<file path="config.mk">
export PLATFORM = sky130hd
export DESIGN_NAME = chip_host_driver_flat
export DESIGN_NICKNAME = d
export VERILOG_FILES = /design/src/rtl/chip_host_driver_pkg.sv /design/src/rtl/chip_host_driver_if.sv /design/src/rtl/chip_host_driver_seg7_decode.sv /design/src/rtl/chip_host_driver.sv /design/src/flat_wrapper.sv
export SDC_FILE = /design/constraint.sdc
export NUM_CORES = 1
export LEC_CHECK = 0
export BUFFER_PORTS_ARGS = -buffer_cell sky130_fd_sc_hd__buf_2
export CORE_ASPECT_RATIO = 1.4
export CORE_MARGIN = 2
export CORE_UTILIZATION = 44
export CTS_BUF_LIST = sky130_fd_sc_hd__clkbuf_16
export DETAILED_ROUTE_END_ITERATION = 8
export GPL_TIMING_DRIVEN = 0
export HOLD_SLACK_MARGIN = 0.12
export PLACE_DENSITY = 0.68
export SLEW_MARGIN = 10
export SYNTH_ARGS = -nofsm -noshare
export SYNTH_HDL_FRONTEND = slang
export SYNTH_SLANG_ARGS = --single-unit
</file>
<file path="constraint.sdc">
create_clock -name clk -period 1.9 [get_ports clk]
set_input_delay 0.38 -clock clk [delete_from_list [all_inputs] [get_ports clk]]
set_output_delay 0.38 -clock clk [all_outputs]
set_load 0.01 [all_outputs]
</file>
<file path="src/rtl/chip_host_driver_pkg.sv">
// Shared types and constants for the chip host driver: FSM states,
// the 7-segment patterns for nibbles 0..F, and the response error codes.
// Imported by the decoder and the driver top.
package chip_host_pkg;

  typedef enum logic [2:0] {
    ST_IDLE,
    ST_DRIVE,
    ST_SETTLE,
    ST_WAIT,
    ST_SAMPLE
  } state_t;

  // Segment patterns, bit order {g,f,e,d,c,b,a}, bit 7 always 0.
  localparam logic [7:0] SEG_0 = 8'h3F;
  localparam logic [7:0] SEG_1 = 8'h06;
  localparam logic [7:0] SEG_2 = 8'h5B;
  localparam logic [7:0] SEG_3 = 8'h4F;
  localparam logic [7:0] SEG_4 = 8'h66;
  localparam logic [7:0] SEG_5 = 8'h6D;
  localparam logic [7:0] SEG_6 = 8'h7D;
  localparam logic [7:0] SEG_7 = 8'h07;
  localparam logic [7:0] SEG_8 = 8'h7F;
  localparam logic [7:0] SEG_9 = 8'h6F;
  localparam logic [7:0] SEG_A = 8'h77;
  localparam logic [7:0] SEG_B = 8'h7C;
  localparam logic [7:0] SEG_C = 8'h39;
  localparam logic [7:0] SEG_D = 8'h5E;
  localparam logic [7:0] SEG_E = 8'h79;
  localparam logic [7:0] SEG_F = 8'h71;

  localparam logic [1:0] ERR_OK       = 2'd0;
  localparam logic [1:0] ERR_PATTERN  = 2'd1;
  localparam logic [1:0] ERR_CONFLICT = 2'd2;
  localparam logic [1:0] ERR_TIMEOUT  = 2'd3;

endpackage

</file>
<file path="src/rtl/chip_host_driver_if.sv">
// Host-side instruction/response handshake plus the chip pin bundle.
// slave = the driver block, master = whoever feeds words and models the chip.
// Carries no state; pure wiring.
interface chip_host_driver_if;
  logic        instr_valid;
  logic        instr_ready;
  logic [15:0] instr;
  logic        chip_ena;
  logic [7:0]  chip_ui_in;
  logic [7:0]  chip_uio_in;
  logic [7:0]  chip_uo_out;
  logic [7:0]  chip_uio_oe;
  logic        rsp_valid;
  logic [3:0]  rsp_data;
  logic [1:0]  rsp_err;

  modport slave (
    input  instr_valid, instr, chip_uo_out, chip_uio_oe,
    output instr_ready, chip_ena, chip_ui_in, chip_uio_in,
           rsp_valid, rsp_data, rsp_err
  );

  modport master (
    output instr_valid, instr, chip_uo_out, chip_uio_oe,
    input  instr_ready, chip_ena, chip_ui_in, chip_uio_in,
           rsp_valid, rsp_data, rsp_err
  );
endinterface

</file>
<file path="src/rtl/chip_host_driver_seg7_decode.sv">
// Inverse of the chip's segment encoder: pattern -> nibble plus valid flag.
// Purely combinational, zero latency.
// No flow control; patterns with bit 7 set never match and decode as invalid.
module seg7_decode
  import chip_host_pkg::*;
(
  input  logic [7:0] pattern,
  output logic [3:0] nibble,
  output logic       valid
);

  // Table lookup; anything outside the 16 legal patterns is flagged invalid.
  always_comb begin
    nibble = 4'h0;
    valid  = 1'b1;
    case (pattern)
      SEG_0:   nibble = 4'h0;
      SEG_1:   nibble = 4'h1;
      SEG_2:   nibble = 4'h2;
      SEG_3:   nibble = 4'h3;
      SEG_4:   nibble = 4'h4;
      SEG_5:   nibble = 4'h5;
      SEG_6:   nibble = 4'h6;
      SEG_7:   nibble = 4'h7;
      SEG_8:   nibble = 4'h8;
      SEG_9:   nibble = 4'h9;
      SEG_A:   nibble = 4'hA;
      SEG_B:   nibble = 4'hB;
      SEG_C:   nibble = 4'hC;
      SEG_D:   nibble = 4'hD;
      SEG_E:   nibble = 4'hE;
      SEG_F:   nibble = 4'hF;
      default: valid  = 1'b0;
    endcase
  end

endmodule

</file>
<file path="src/rtl/chip_host_driver.sv">
// Host sequencer: drives a 16-bit word onto the chip pins, waits for the segment bus to settle, returns the decoded nibble.
// Latency accept->rsp_valid = 1 + SETTLE_CYCLES + STABLE_CYCLES + 1 cycles; optional WAIT_STABLE expiry under HOST_DRV_TIMEOUT_EN.
// Backpressure: instr_ready high only in IDLE; words offered while busy are not captured.
module chip_host_driver
  import chip_host_pkg::*;
#(
  parameter int SETTLE_CYCLES  = 2,
  parameter int STABLE_CYCLES  = 2,
  parameter int TIMEOUT_CYCLES = 255
) (
  input logic               clk,
  input logic               rst_n,
  chip_host_driver_if.slave bus
);

  state_t     state;
  logic [3:0] settle_cnt;
  logic [2:0] stable_cnt;
  logic [7:0] prev;
  logic       conflict;
  logic [3:0] dec_nibble;
  logic       dec_ok;
  logic       oe_hit;
  logic       stable_done;
  logic       timeout_hit;
  logic       timed_out;
  logic [1:0] err_next;

  seg7_decode u_dec (
    .pattern (prev),
    .nibble  (dec_nibble),
    .valid   (dec_ok)
  );

  assign oe_hit      = |bus.chip_uio_oe;
  assign stable_done = (bus.chip_uo_out == prev) && (stable_cnt == 3'(STABLE_CYCLES - 1));

`ifdef HOST_DRV_TIMEOUT_EN
  logic [7:0] tmo_cnt;

  assign timeout_hit = (tmo_cnt == 8'(TIMEOUT_CYCLES - 1));

  // Count WAIT_STABLE cycles and remember whether the wait ended by expiry.
  always_ff @(posedge clk or negedge rst_n) begin
    if (!rst_n) begin
      tmo_cnt   <= 8'd0;
      timed_out <= 1'b0;
    end else if (state == ST_SETTLE) begin
      tmo_cnt   <= 8'd0;
      timed_out <= 1'b0;
    end else if (state == ST_WAIT) begin
      tmo_cnt <= tmo_cnt + 8'd1;
      if (timeout_hit && !stable_done) timed_out <= 1'b1;
    end
  end
`else
  logic unused_tmo;

  assign timeout_hit = 1'b0;
  assign timed_out   = 1'b0;
  assign unused_tmo  = ^8'(TIMEOUT_CYCLES);
`endif

  // Error priority: timeout over bus conflict over undecodable pattern.
  always_comb begin
    err_next = ERR_OK;
    if (timed_out)              err_next = ERR_TIMEOUT;
    else if (conflict || oe_hit) err_next = ERR_CONFLICT;
    else if (!dec_ok)           err_next = ERR_PATTERN;
  end

  // Transaction sequencer with registered pin and response outputs.
  always_ff @(posedge clk or negedge rst_n) begin
    if (!rst_n) begin
      state           <= ST_IDLE;
      settle_cnt      <= 4'd0;
      stable_cnt      <= 3'd0;
      prev            <= 8'd0;
      conflict        <= 1'b0;
      bus.instr_ready <= 1'b1;
      bus.chip_ena    <= 1'b0;
      bus.chip_ui_in  <= 8'd0;
      bus.chip_uio_in <= 8'd0;
      bus.rsp_valid   <= 1'b0;
      bus.rsp_data    <= 4'd0;
      bus.rsp_err     <= ERR_OK;
    end else begin
      bus.rsp_valid <= 1'b0;
      case (state)
        ST_IDLE: begin
          if (bus.instr_valid) begin
            bus.chip_ui_in  <= bus.instr[7:0];
            bus.chip_uio_in <= bus.instr[15:8];
            bus.chip_ena    <= 1'b1;
            bus.instr_ready <= 1'b0;
            conflict        <= 1'b0;
            state           <= ST_DRIVE;
          end
        end
        ST_DRIVE: begin
          if (oe_hit) conflict <= 1'b1;
          settle_cnt <= 4'(SETTLE_CYCLES);
          state      <= ST_SETTLE;
        end
        ST_SETTLE: begin
          if (oe_hit) conflict <= 1'b1;
          if (settle_cnt == 4'd1) begin
            stable_cnt <= 3'd0;
            prev       <= bus.chip_uo_out;
            state      <= ST_WAIT;
          end else begin
            settle_cnt <= settle_cnt - 4'd1;
          end
        end
        ST_WAIT: begin
          if (oe_hit) conflict <= 1'b1;
          if (stable_done || timeout_hit) begin
            state <= ST_SAMPLE;
          end else if (bus.chip_uo_out == prev) begin
            stable_cnt <= stable_cnt + 3'd1;
          end else begin
            stable_cnt <= 3'd0;
            prev       <= bus.chip_uo_out;
          end
        end
        ST_SAMPLE: begin
          bus.rsp_valid   <= 1'b1;
          bus.rsp_err     <= err_next;
          bus.rsp_data    <= (err_next == ERR_OK) ? dec_nibble : 4'd0;
          bus.chip_ena    <= 1'b0;
          bus.instr_ready <= 1'b1;
          conflict        <= 1'b0;
          state           <= ST_IDLE;
        end
        default: state <= ST_IDLE;
      endcase
    end
  end

endmodule
</file>
<file path="src/flat_wrapper.sv">
// flat-port wrapper written by rule: the top's interface ports become plain ports
module chip_host_driver_flat import chip_host_pkg::*;
#(
  parameter int SETTLE_CYCLES  = 2,
  parameter int STABLE_CYCLES  = 2,
  parameter int TIMEOUT_CYCLES = 255
)
  (clk, rst_n, bus_instr_valid, bus_instr, bus_chip_uo_out, bus_chip_uio_oe, bus_instr_ready, bus_chip_ena, bus_chip_ui_in, bus_chip_uio_in, bus_rsp_valid, bus_rsp_data, bus_rsp_err);
  chip_host_driver_if bus_i ();
  input logic clk;
  input logic rst_n;
  input wire logic [$bits(bus_i.instr_valid)-1:0] bus_instr_valid;
  input wire logic [$bits(bus_i.instr)-1:0] bus_instr;
  input wire logic [$bits(bus_i.chip_uo_out)-1:0] bus_chip_uo_out;
  input wire logic [$bits(bus_i.chip_uio_oe)-1:0] bus_chip_uio_oe;
  output wire logic [$bits(bus_i.instr_ready)-1:0] bus_instr_ready;
  output wire logic [$bits(bus_i.chip_ena)-1:0] bus_chip_ena;
  output wire logic [$bits(bus_i.chip_ui_in)-1:0] bus_chip_ui_in;
  output wire logic [$bits(bus_i.chip_uio_in)-1:0] bus_chip_uio_in;
  output wire logic [$bits(bus_i.rsp_valid)-1:0] bus_rsp_valid;
  output wire logic [$bits(bus_i.rsp_data)-1:0] bus_rsp_data;
  output wire logic [$bits(bus_i.rsp_err)-1:0] bus_rsp_err;
  assign bus_i.instr_valid = bus_instr_valid;
  assign bus_i.instr = bus_instr;
  assign bus_i.chip_uo_out = bus_chip_uo_out;
  assign bus_i.chip_uio_oe = bus_chip_uio_oe;
  assign bus_instr_ready = bus_i.instr_ready;
  assign bus_chip_ena = bus_i.chip_ena;
  assign bus_chip_ui_in = bus_i.chip_ui_in;
  assign bus_chip_uio_in = bus_i.chip_uio_in;
  assign bus_rsp_valid = bus_i.rsp_valid;
  assign bus_rsp_data = bus_i.rsp_data;
  assign bus_rsp_err = bus_i.rsp_err;
  chip_host_driver #(.SETTLE_CYCLES(SETTLE_CYCLES), .STABLE_CYCLES(STABLE_CYCLES), .TIMEOUT_CYCLES(TIMEOUT_CYCLES)) u_core (.clk(clk), .rst_n(rst_n), .bus(bus_i));
endmodule
</file>
* Yosys cells after proc, flatten, opt, wreduce, memory -nomap -nowiden
Cells that the tools add are included.
Word-level totals: bits in registers 44, bits in latches 0, RAM bits 0, bits in read-only memories 0, bits of input ports 35, logic and storage cells 88, memories 0
Cells by class: $add $sub $neg 2, multipliers 0, divide/modulo/power cells 0, magnitude comparators 0, eq/ne operators 30, shift-type cells 0, multiplexer cells 26, bitwise operators 0, reduce and logical (&&, ||, !) cells 18
Operators by type and width (number):
- == test 8 x 7 -> 1 bit, second input constant | 12
- one-hot mux 4 bit (15 select lines) | 1
- 2-to-1 mux 8 bit | 3
- 2-to-1 mux 3 bit | 6
- == test 8 x 3 -> 1 bit, second input constant | 2
- == test 8 x 6 -> 1 bit, second input constant | 2
- one-hot mux 8 bit (2 select lines) | 1
- OR reduction 16 bit | 1
- one-hot mux 3 bit (4 select lines) | 1
- AND reduction 3 bit | 3
- == test 8 bit | 1
- 2-to-1 mux 4 bit | 2
- inequality test 2 bit, second input constant | 4
- one-hot mux 4 bit (2 select lines) | 1
- OR reduction 8 bit | 1
- == test 3 x 1 -> 1 bit, second input constant | 2
- == test 3 x 2 -> 1 bit, second input constant | 2
- 2-to-1 mux 1 bit | 6
- inequality test 2 x 1 -> 1 bit, second input constant | 3
- one-hot mux 3 bit (2 select lines) | 1
- AND reduction 2 bit | 3
- nonzero test 2 bit | 3
- == test 4 x 1 -> 1 bit, second input constant | 1
- one-hot mux 1 bit (2 select lines) | 2
- 12 further kinds | 12

* Logic depth before layout (Yosys ltp)
Gate-level depths: netlist (run 1).
depth after elaboration 7, depth in mapped cells 7

* Cells and area by module
From an unflattened synthesis (run 1), not the netlist that was laid out.
Second synthesis, totals: cell total of the unflattened synthesis 210, area, all modules 2374.8 um2
By module, submodules not included:
- chip_host_driver | instances 1, cells an instance 151, area an instance 1944.4 um2
- seg7_decode | instances 1, cells an instance 59, area an instance 430.4 um2

* Worst setup path after synthesis (run 1)
OpenSTA, ideal clock, no wires.
path type register to register, start reg u_core.state[0], end reg u_core.bus.chip_ui_in[7], setup time 0.125 ns, arrival 1.602 ns, data required time 1.775 ns, setup slack 0.173 ns, cell stages (with the launch flop) 5, clock period less this slack 1.727 ns, path through dfrtp_1 buf_2 nor4b_4 buf_2 mux2_2
On the way: longest elaborated chain between the ends 2
RTL lines:
- start: declaration | line chip_host_driver.sv:16 | state_t state;
- start signal: assignment | line chip_host_driver.sv:75 | state <= ST_IDLE;
- start signal: assignment | line chip_host_driver.sv:97 | state <= ST_DRIVE;
- start signal: assignment | line chip_host_driver.sv:103 | state <= ST_SETTLE;
- logical NOT 3 bit | line chip_host_driver.sv:89 | case (state)
- AND reduction 2 bit (no source line)
- end signal: assignment | line chip_host_driver.sv:92 | bus.chip_ui_in <= bus.instr[7:0];
- end: declaration | line chip_host_driver_if.sv:19 | output instr_ready, chip_ena, chip_ui_in, chip_uio_in,
No other way between the ends. A chain may end at the register's enable or synchronous reset.

* Worst setup path in the final report (run 1)
start reg u_core.state[1], end reg u_core.prev[6]
On the way: longest elaborated chain between the ends 3, elaborated cells on any way between the ends 8
RTL lines:
- == test 3 x 2 -> 1 bit | line chip_host_driver.sv:89
- inequality test 2 bit (no source line) (tied with other cells)
- AND reduction 4 bit (no source line)
- end signal: assignment | line chip_host_driver.sv:109 | prev <= bus.chip_uo_out;
- end signal: assignment | line chip_host_driver.sv:123 | prev <= bus.chip_uo_out;
- end: declaration | line chip_host_driver.sv:19 | logic [7:0] prev;
Several ways; a longest one is shown, not always the timed one.

==> flow_summary.json, run 1 <==
{
  "synth_area_um2": 2310,
  "arrival_ps": 1940,
  "grt_max_degree": 45,
  "die_x_um": 65.2,
  "synth.avg_cell_area_um2": 11.2,
  "cts_root_buffer": "clkbuf_16",
  "clkTransAtPathRegs_ps": 60,
  "first_pass_iters": 4,
  "finalPower_mw": 4.39,
  "period_needed_ps": 1770,
  "routabilityCongestion": 0.827,
  "r2r-start": "u_core.state[1]$_DFFE_PN0P_",
  "ant_nets": 0,
  "stdcell_area_um2": 2890,
  "clock.fmax_mhz": 564,
  "clk_latency_ps": 280,
  "clock-sinks": 44,
  "max-slew-margin-rel_pct": 36.9,
  "ir_drop_uv": 633,
  "most-common-layout-cells": "buf_2 (64), dfrtp_1 (43), nand2_1 (17), mux2_2 (17), nor2_1 (12)",
  "synth_fp_nets": 246,
  "grt_use_total_pct": 16.6,
  "slew_violations": 0,
  "r2r_cells": 6,
  "portBuffers": 59,
  "drc": 0,
  "h-tree-depth": 2,
  "first_global_vias": 1787,
  "detailed_place.area_um2": 2690,
  "die_area_um2": 5850,
  "dpl.hpwl_um": 3370,
  "rrSetupSlack_ps": 130,
  "leakage_nw": 1.34,
  "final_core_util_pct": 56.5,
  "cp_num_buf_inv": 1,
  "hp-class": "in2async",
  "cp-end-kind": "flip-flop",
  "crit_fanout": 8,
  "synth_edf_count": 0,
  "drive_gt1_share_pct": 41.8,
  "crit_cells": 6,
  "outcome": "finished clean",
  "path_cells": "nor2b_1 -> and2_1 -> and3_1 -> buf_6 -> nor2_8 -> mux2_4",
  "core_area_um2": 5120,
  "path_class": "reg2reg",
  "hold_viol": 0,
  "ys_ff_latch": 44,
  "antenna_found_initial": 0,
  "final_common_cell": "buf_2",
  "cts_buffers": 5,
  "final_nets": 313,
  "initial_core_util_pct": 45.1,
  "fp.dieH_um": 89.7,
  "crit_family": "simple AND/OR/NAND/NOR gates",
  "worst_pin_slew_ps": 946,
  "synthArstFlopShare_pct": 100,
  "rows": 31,
  "whs_ps": 248,
  "cts_hold_buf": 0,
  "synthesis.instances": 207,
  "grt_pass1_wl_um": 7750,
  "critPathMaxStageDelay_ps": 470,
  "finalCritPeriodShare_pct": 93.4,
  "start_kind": "flip-flop",
  "p_per_area_nw_per_um2": 1520,
  "crit_required_ps": 2070,
  "synthToLayoutAreaGrowth_pct": 25.4,
  "num_vias": 1790,
  "reg2reg_to": "u_core.prev[6]$_DFFE_PN0P_",
  "grt-ovfl-total": 0,
  "clock_skew_ps": 3.53,
  "drtIter0Drc": 79,
  "cp-endpoint": "u_core.prev[6]$_DFFE_PN0P_",
  "slowest_stage": "dfrtp_1",
  "yosysWarnings": 0,
  "drv_cap": 0,
  "rsz0062_at_grt": "false",
  "setup_viol": 0,
  "synth-main-ff-cell": "dfrtp_1",
  "startpoint": "u_core.state[1]$_DFFE_PN0P_",
  "ys_seq_area_share_pct": 47.8,
  "ios": 60,
  "cts_tree": "built",
  "antenna_cells": 0,
  "via_per_inst": 5.25,
  "drt_wl_total_um": 4570,
  "synth_cell_type_count": 53,
  "wire_per_inst_um": 13.4,
  "clock_tree.buffer_depth": 2
}
[worst min-delay path by stage]
stage / cells past startpoint / end / slack, ps / start
floorplan: 0 / u_core.bus.chip_ena$_DFFE_PN0P_ / 80 / rst_n
global placement: 2 / u_core.bus.rsp_err[0]$_DFFE_PN0P_ / 460 / u_core.bus.rsp_err[0]$_DFFE_PN0P_
detailed placement: 2 / u_core.bus.rsp_err[0]$_DFFE_PN0P_ / 470 / u_core.bus.rsp_err[0]$_DFFE_PN0P_
CTS: 1 / u_core.bus.chip_ui_in[7]$_DFFE_PN0P_ / 280 / rst_n
global route: 2 / u_core.bus.chip_uio_in[6]$_DFFE_PN0P_ / 320 / bus_instr[14]
finish: 1 / u_core.bus.chip_ui_in[7]$_DFFE_PN0P_ / 250 / rst_n
[synthesized netlist by cell type (all sizes together), types with 3 or more instances]
library cell / n / area, um2
nor3: 8 / 45.0
clkbuf: 3 / 11.3
a21o: 3 / 22.5
nor2: 13 / 65.1
a21oi: 4 / 20.0
nor4: 5 / 37.5
inv: 8 / 30.0
xor2: 10 / 87.6
nand2b: 3 / 18.8
o21ai: 11 / 58.8
nand3: 4 / 20.0
buf: 7 / 47.5
nand2: 18 / 70.1
nor3b: 3 / 27.5
dfrtp: 43 / 1080
ha: 4 / 50.1
mux2: 25 / 312
a31oi: 3 / 18.8
a22o: 3 / 26.3
[worst reg2reg max path, cell delays in order (launching register included)]
cell,delay (ps)
dfrtp_1,470
nor2b_1,200
and2_1,170
and3_1,150
buf_6,140
nor2_8,220
mux2_4,330
[per-layer routing]
layer / vias to the layer above / global-route usage (%) / wire, um
met4: 0 / 7.64 / 109
li1: 882 / - / -
met3: 11 / 3.13 / 256
met1: 835 / 19.6 / 1920
met2: 62 / 28.6 / 2280
met5: - / 0 / 0
[area by class of cell]
| type | instances | area (um2) |
|---|---|---|
| sequential | 44 | 1100 |
| tap | 66 | 82.6 |
| timing repair buffer | 60 | 303 |
| inverter | 8 | 30.0 |
| multi-input combinational | 145 | 1140 |
| fill | 463 | 2230 |
| buffer | 10 | 62.6 |
| clock inverter | 3 | 47.5 |
| clock buffer | 5 | 125 |
[report_power, final]
| part | internal [mW] | switching [mW] | total, mW | leakage (nW) |
|---|---|---|---|---|
| logic | 0.931 | 0.965 | 1.90 | 0.736 |
| clock network | 0.624 | 0.351 | 0.975 | 0.0840 |
| registers | 1.27 | 0.247 | 1.52 | 0.517 |
[per-stage QoR]
| step | TNS, ps | std cells | worst slack (ps) |
|---|---|---|---|
| 6_report | 0 | 341 | 126 |
| 3_5_place_dp | -549 | 332 | -41.6 |
| 2_1_floorplan | 0 | 207 | 173 |
| 5_1_grt | 0 | 341 | 6.45 |
| 3_3_place_gp | -334 | 332 | -25.4 |
| 4_1_cts | 0 | 341 | 21.7 |
[sequential cells by signal, indices dropped and copies added, names as in the netlist, 2 cells and up]
signal / flops
u_core.state: 3
u_core.bus.rsp_err: 2
u_core.stable_cnt: 3
u_core.bus.chip_ui_in: 8
u_core.bus.rsp_data: 4
u_core.bus.chip_uio_in: 8
u_core.prev: 8
u_core.settle_cnt: 4
[kinds of logic after synthesis]
family          after synthesis  share of synthesized area [%]
simple gates                 69                           17.9
flops                        44                           47.8
compound gates               34                           9.81
mux                          27                           14.4
buf+inv                      18                           3.85
xor+xnor                     11                           4.17
fa+ha+maj                     4                           2.17
[repair_timing]
action,in CTS,in global routing
gates resized for setup,1,9
setup endpoints to repair,16,12
buffers inserted,1,0
pin swaps,1,2
Note: power is estimated with default switching activity, not from simulation.
==> run 2, diff against run 1 <==
--- a/config.mk
+++ b/config.mk
@@ -6,7 +6,6 @@
 export NUM_CORES = 1
 export LEC_CHECK = 0
 export BUFFER_PORTS_ARGS = -buffer_cell sky130_fd_sc_hd__buf_2
-export CORE_ASPECT_RATIO = 1.4
 export CORE_MARGIN = 2
 export CORE_UTILIZATION = 44
 export CTS_BUF_LIST = sky130_fd_sc_hd__clkbuf_16
==> constraint.sdc (replaced) <==
create_clock -name clk -period 2 [get_ports clk]
set_input_delay 0.4 -clock clk [delete_from_list [all_inputs] [get_ports clk]]
set_output_delay 0.4 -clock clk [all_outputs]
set_load 0.01 [all_outputs]
==> run 2 against run 1 <==
Against the previous run:
- setup slack worse by 39 ps
- core utilization down 0.46 points
- global-route usage down 0.15 points
- clock skew barely moved
- combinational power fell by 8%
- first-iteration DRC count grew 66%
- routed wire length is 1.1% lower
- fmax fell by 7.3%
- sequential share of layout area rose by 0.65 points
- flip-flop and latch count stayed put
- final cell count rose by 1.5%
==> flow_summary.json, run 2 (same netlist as run 1, synthesis figures left out) <==
{
  "clock.fmax_mhz": 523,
  "grt.met2_usage_pct": 27.0,
  "max-slew-margin-rel_pct": 36.8,
  "regArea_um2": 1100,
  "reg2reg_to": "u_core.prev[0]$_DFFE_PN0P_",
  "final_nets": 314,
  "h-tree-depth": 2,
  "grt_max_degree": 45,
  "num_vias": 1759,
  "setup_viol": 0,
  "drv_cap": 0,
  "grt_pass1_wl_um": 7830,
  "first_global_vias": 1719,
  "hold_viol": 0,
  "p_per_area_nw_per_um2": 1400,
  "final_common_cell": "buf_2",
  "path_class": "reg2reg",
  "rsz0062_at_grt": "false",
  "start_kind": "flip-flop",
  "synthToLayoutAreaGrowth_pct": 23.3,
  "core_area_um2": 5070,
  "layout.cells.non_filler": 346,
  "drtIter0Drc": 131,
  "drc": 0,
  "grt_use_total_pct": 16.5,
  "slowest_stage": "dfrtp_1",
  "clock_skew_ps": 3.62,
  "drive_gt1_share_pct": 39.5,
  "finalCritPeriodShare_pct": 95.7,
  "die_area_um2": 5840,
  "grt-ovfl-total": 0,
  "via_per_inst": 5.08,
  "slew_violations": 0,
  "period_needed_ps": 1910,
  "nFillCells": 470,
  "crit_required_ps": 2170,
  "ant_nets": 0,
  "portBuffers": 59,
  "initial_core_util_pct": 45.5,
  "dpl.hpwl_um": 3310,
  "cts_root_buffer": "clkbuf_16",
  "top_regs": "u_core.bus.chip_ui_in: 8 flops, u_core.bus.chip_uio_in: 8 flops, u_core.prev: 8 flops",
  "wire_per_inst_um": 13.1,
  "r2r-start": "u_core.prev[1]$_DFFE_PN0P_",
  "antenna_found_initial": 0,
  "rrSetupSlack_ps": 90,
  "path_cells": "xor2_1 -> nor4_1 -> and3_1 -> buf_6 -> nor2_8 -> mux2_4",
  "first_pass_iters": 4,
  "r2r_cells": 6,
  "fin_setup_tns_ps": 0,
  "clkTransAtPathRegs_ps": 60,
  "ios": 60,
  "rows": 26,
  "drt_wl_total_um": 4520,
  "final_core_util_pct": 56.1,
  "clock-sinks": 44,
  "ir_drop_uv": 511,
  "antenna_cells": 0,
  "placedCellCount": 336,
  "cts_tree": "built",
  "use_met1_pct": 21.1,
  "cts_buffers": 5,
  "whs_ps": 266,
  "leakage_nw": 1.30,
  "clk_latency_ps": 290,
  "cts_hold_buf": 0,
  "critPathMaxStageDelay_ps": 430,
  "clock_tree.buffer_depth": 2,
  "die_x_um": 76.4,
  "most-common-layout-cells": "buf_2 (64), dfrtp_1 (43), nand2_1 (17), mux2_2 (17), nor2_1 (12)",
  "arrival_ps": 2080,
  "outcome": "finished clean",
  "hp-class": "in2async",
  "cts_setup_buffers": 0,
  "crit_fanout": 8,
  "cp-end-kind": "flip-flop",
  "cts-resized-gates": 0,
  "multi_input_area_um2": 1120,
  "routabilityCongestion": 0.852,
  "grt_busiest_layer": "met2",
  "worst_pin_slew_ps": 949,
  "fp.dieH_um": 76.4,
  "grt_use_met3_pct": 4.50
}
==> run 2: cell types whose count changed in the layout (fill, tap and decap cells not counted), moves of 2 or more <==
cell / delta
clkbuf_1: +3
clkbuf_2: -3
clkinv_2: +2
clkinv_4: -2
==> run 2: per-layer routing <==
layer | wire length (um) | vias up | part of all wire (%)
met5 | 0 | - | 0
met4 | 61 | 0 | 1.3
met3 | 245 | 6 | 5.4
met2 | 2100 | 55 | 46
met1 | 2120 | 828 | 47
li1 | - | 870 | -
==> run 2: through the flow <==
stage | cell area (um2) | setup WS, ps | power (mW)
after global placement | 2690 | 68.0 | 3.17
after global routing | 2850 | 11.9 | 4.25
after CTS | 2830 | 3.76 | 4.00
after detailed placement | 2690 | 10.6 | 3.21
final | 2850 | 86.8 | 3.97
after floorplan | 2310 | 273 | 2.73
==> run 2: worst max path at each step <==
stage,from,end,slack [ps],depth (start not counted)
2_1_floorplan,u_core.state[0]$_DFFE_PN0P_,u_core.bus.chip_ui_in[7]$_DFFE_PN0P_,270,4
3_3_place_gp,bus_chip_uo_out[2],u_core.prev[5]$_DFFE_PN0P_,70,7
3_5_place_dp,bus_chip_uo_out[1],u_core.prev[0]$_DFFE_PN0P_,10,7
4_1_cts,u_core.state[0]$_DFFE_PN0P_,u_core.bus.chip_uio_in[4]$_DFFE_PN0P_,4,4
5_1_grt,u_core.prev[2]$_DFFE_PN0P_,u_core.bus.rsp_err[0]$_DFFE_PN0P_,10,6
6_report,u_core.prev[1]$_DFFE_PN0P_,u_core.prev[0]$_DFFE_PN0P_,90,6
==> run 2: layout make-up <==
cell class,instances,share of cell area (%)
well taps,70,3.08
inverters,8,1.06
repair buffers,61,10.9
flip-flops and latches,44,38.7
multi-input cells,145,39.3
plain buffers,10,2.07
clock inverters,3,0.484
clock buffers,5,4.40
==> run 2: power breakdown <==
part	internal, mW	switching (mW)	leakage (nW)	total [mW]
Clock	0.453	0.324	0.0710	0.777
Sequential	1.21	0.233	0.517	1.44
Combinational	0.871	0.882	0.711	1.75
==> run 2: worst max-delay path: cells and delay by family (launching register included) <==
family        cells  cell delay, ps
xor+xnor          1             170
buf+inv           1             140
mux               1             310
flops             1             430
simple gates      3             750
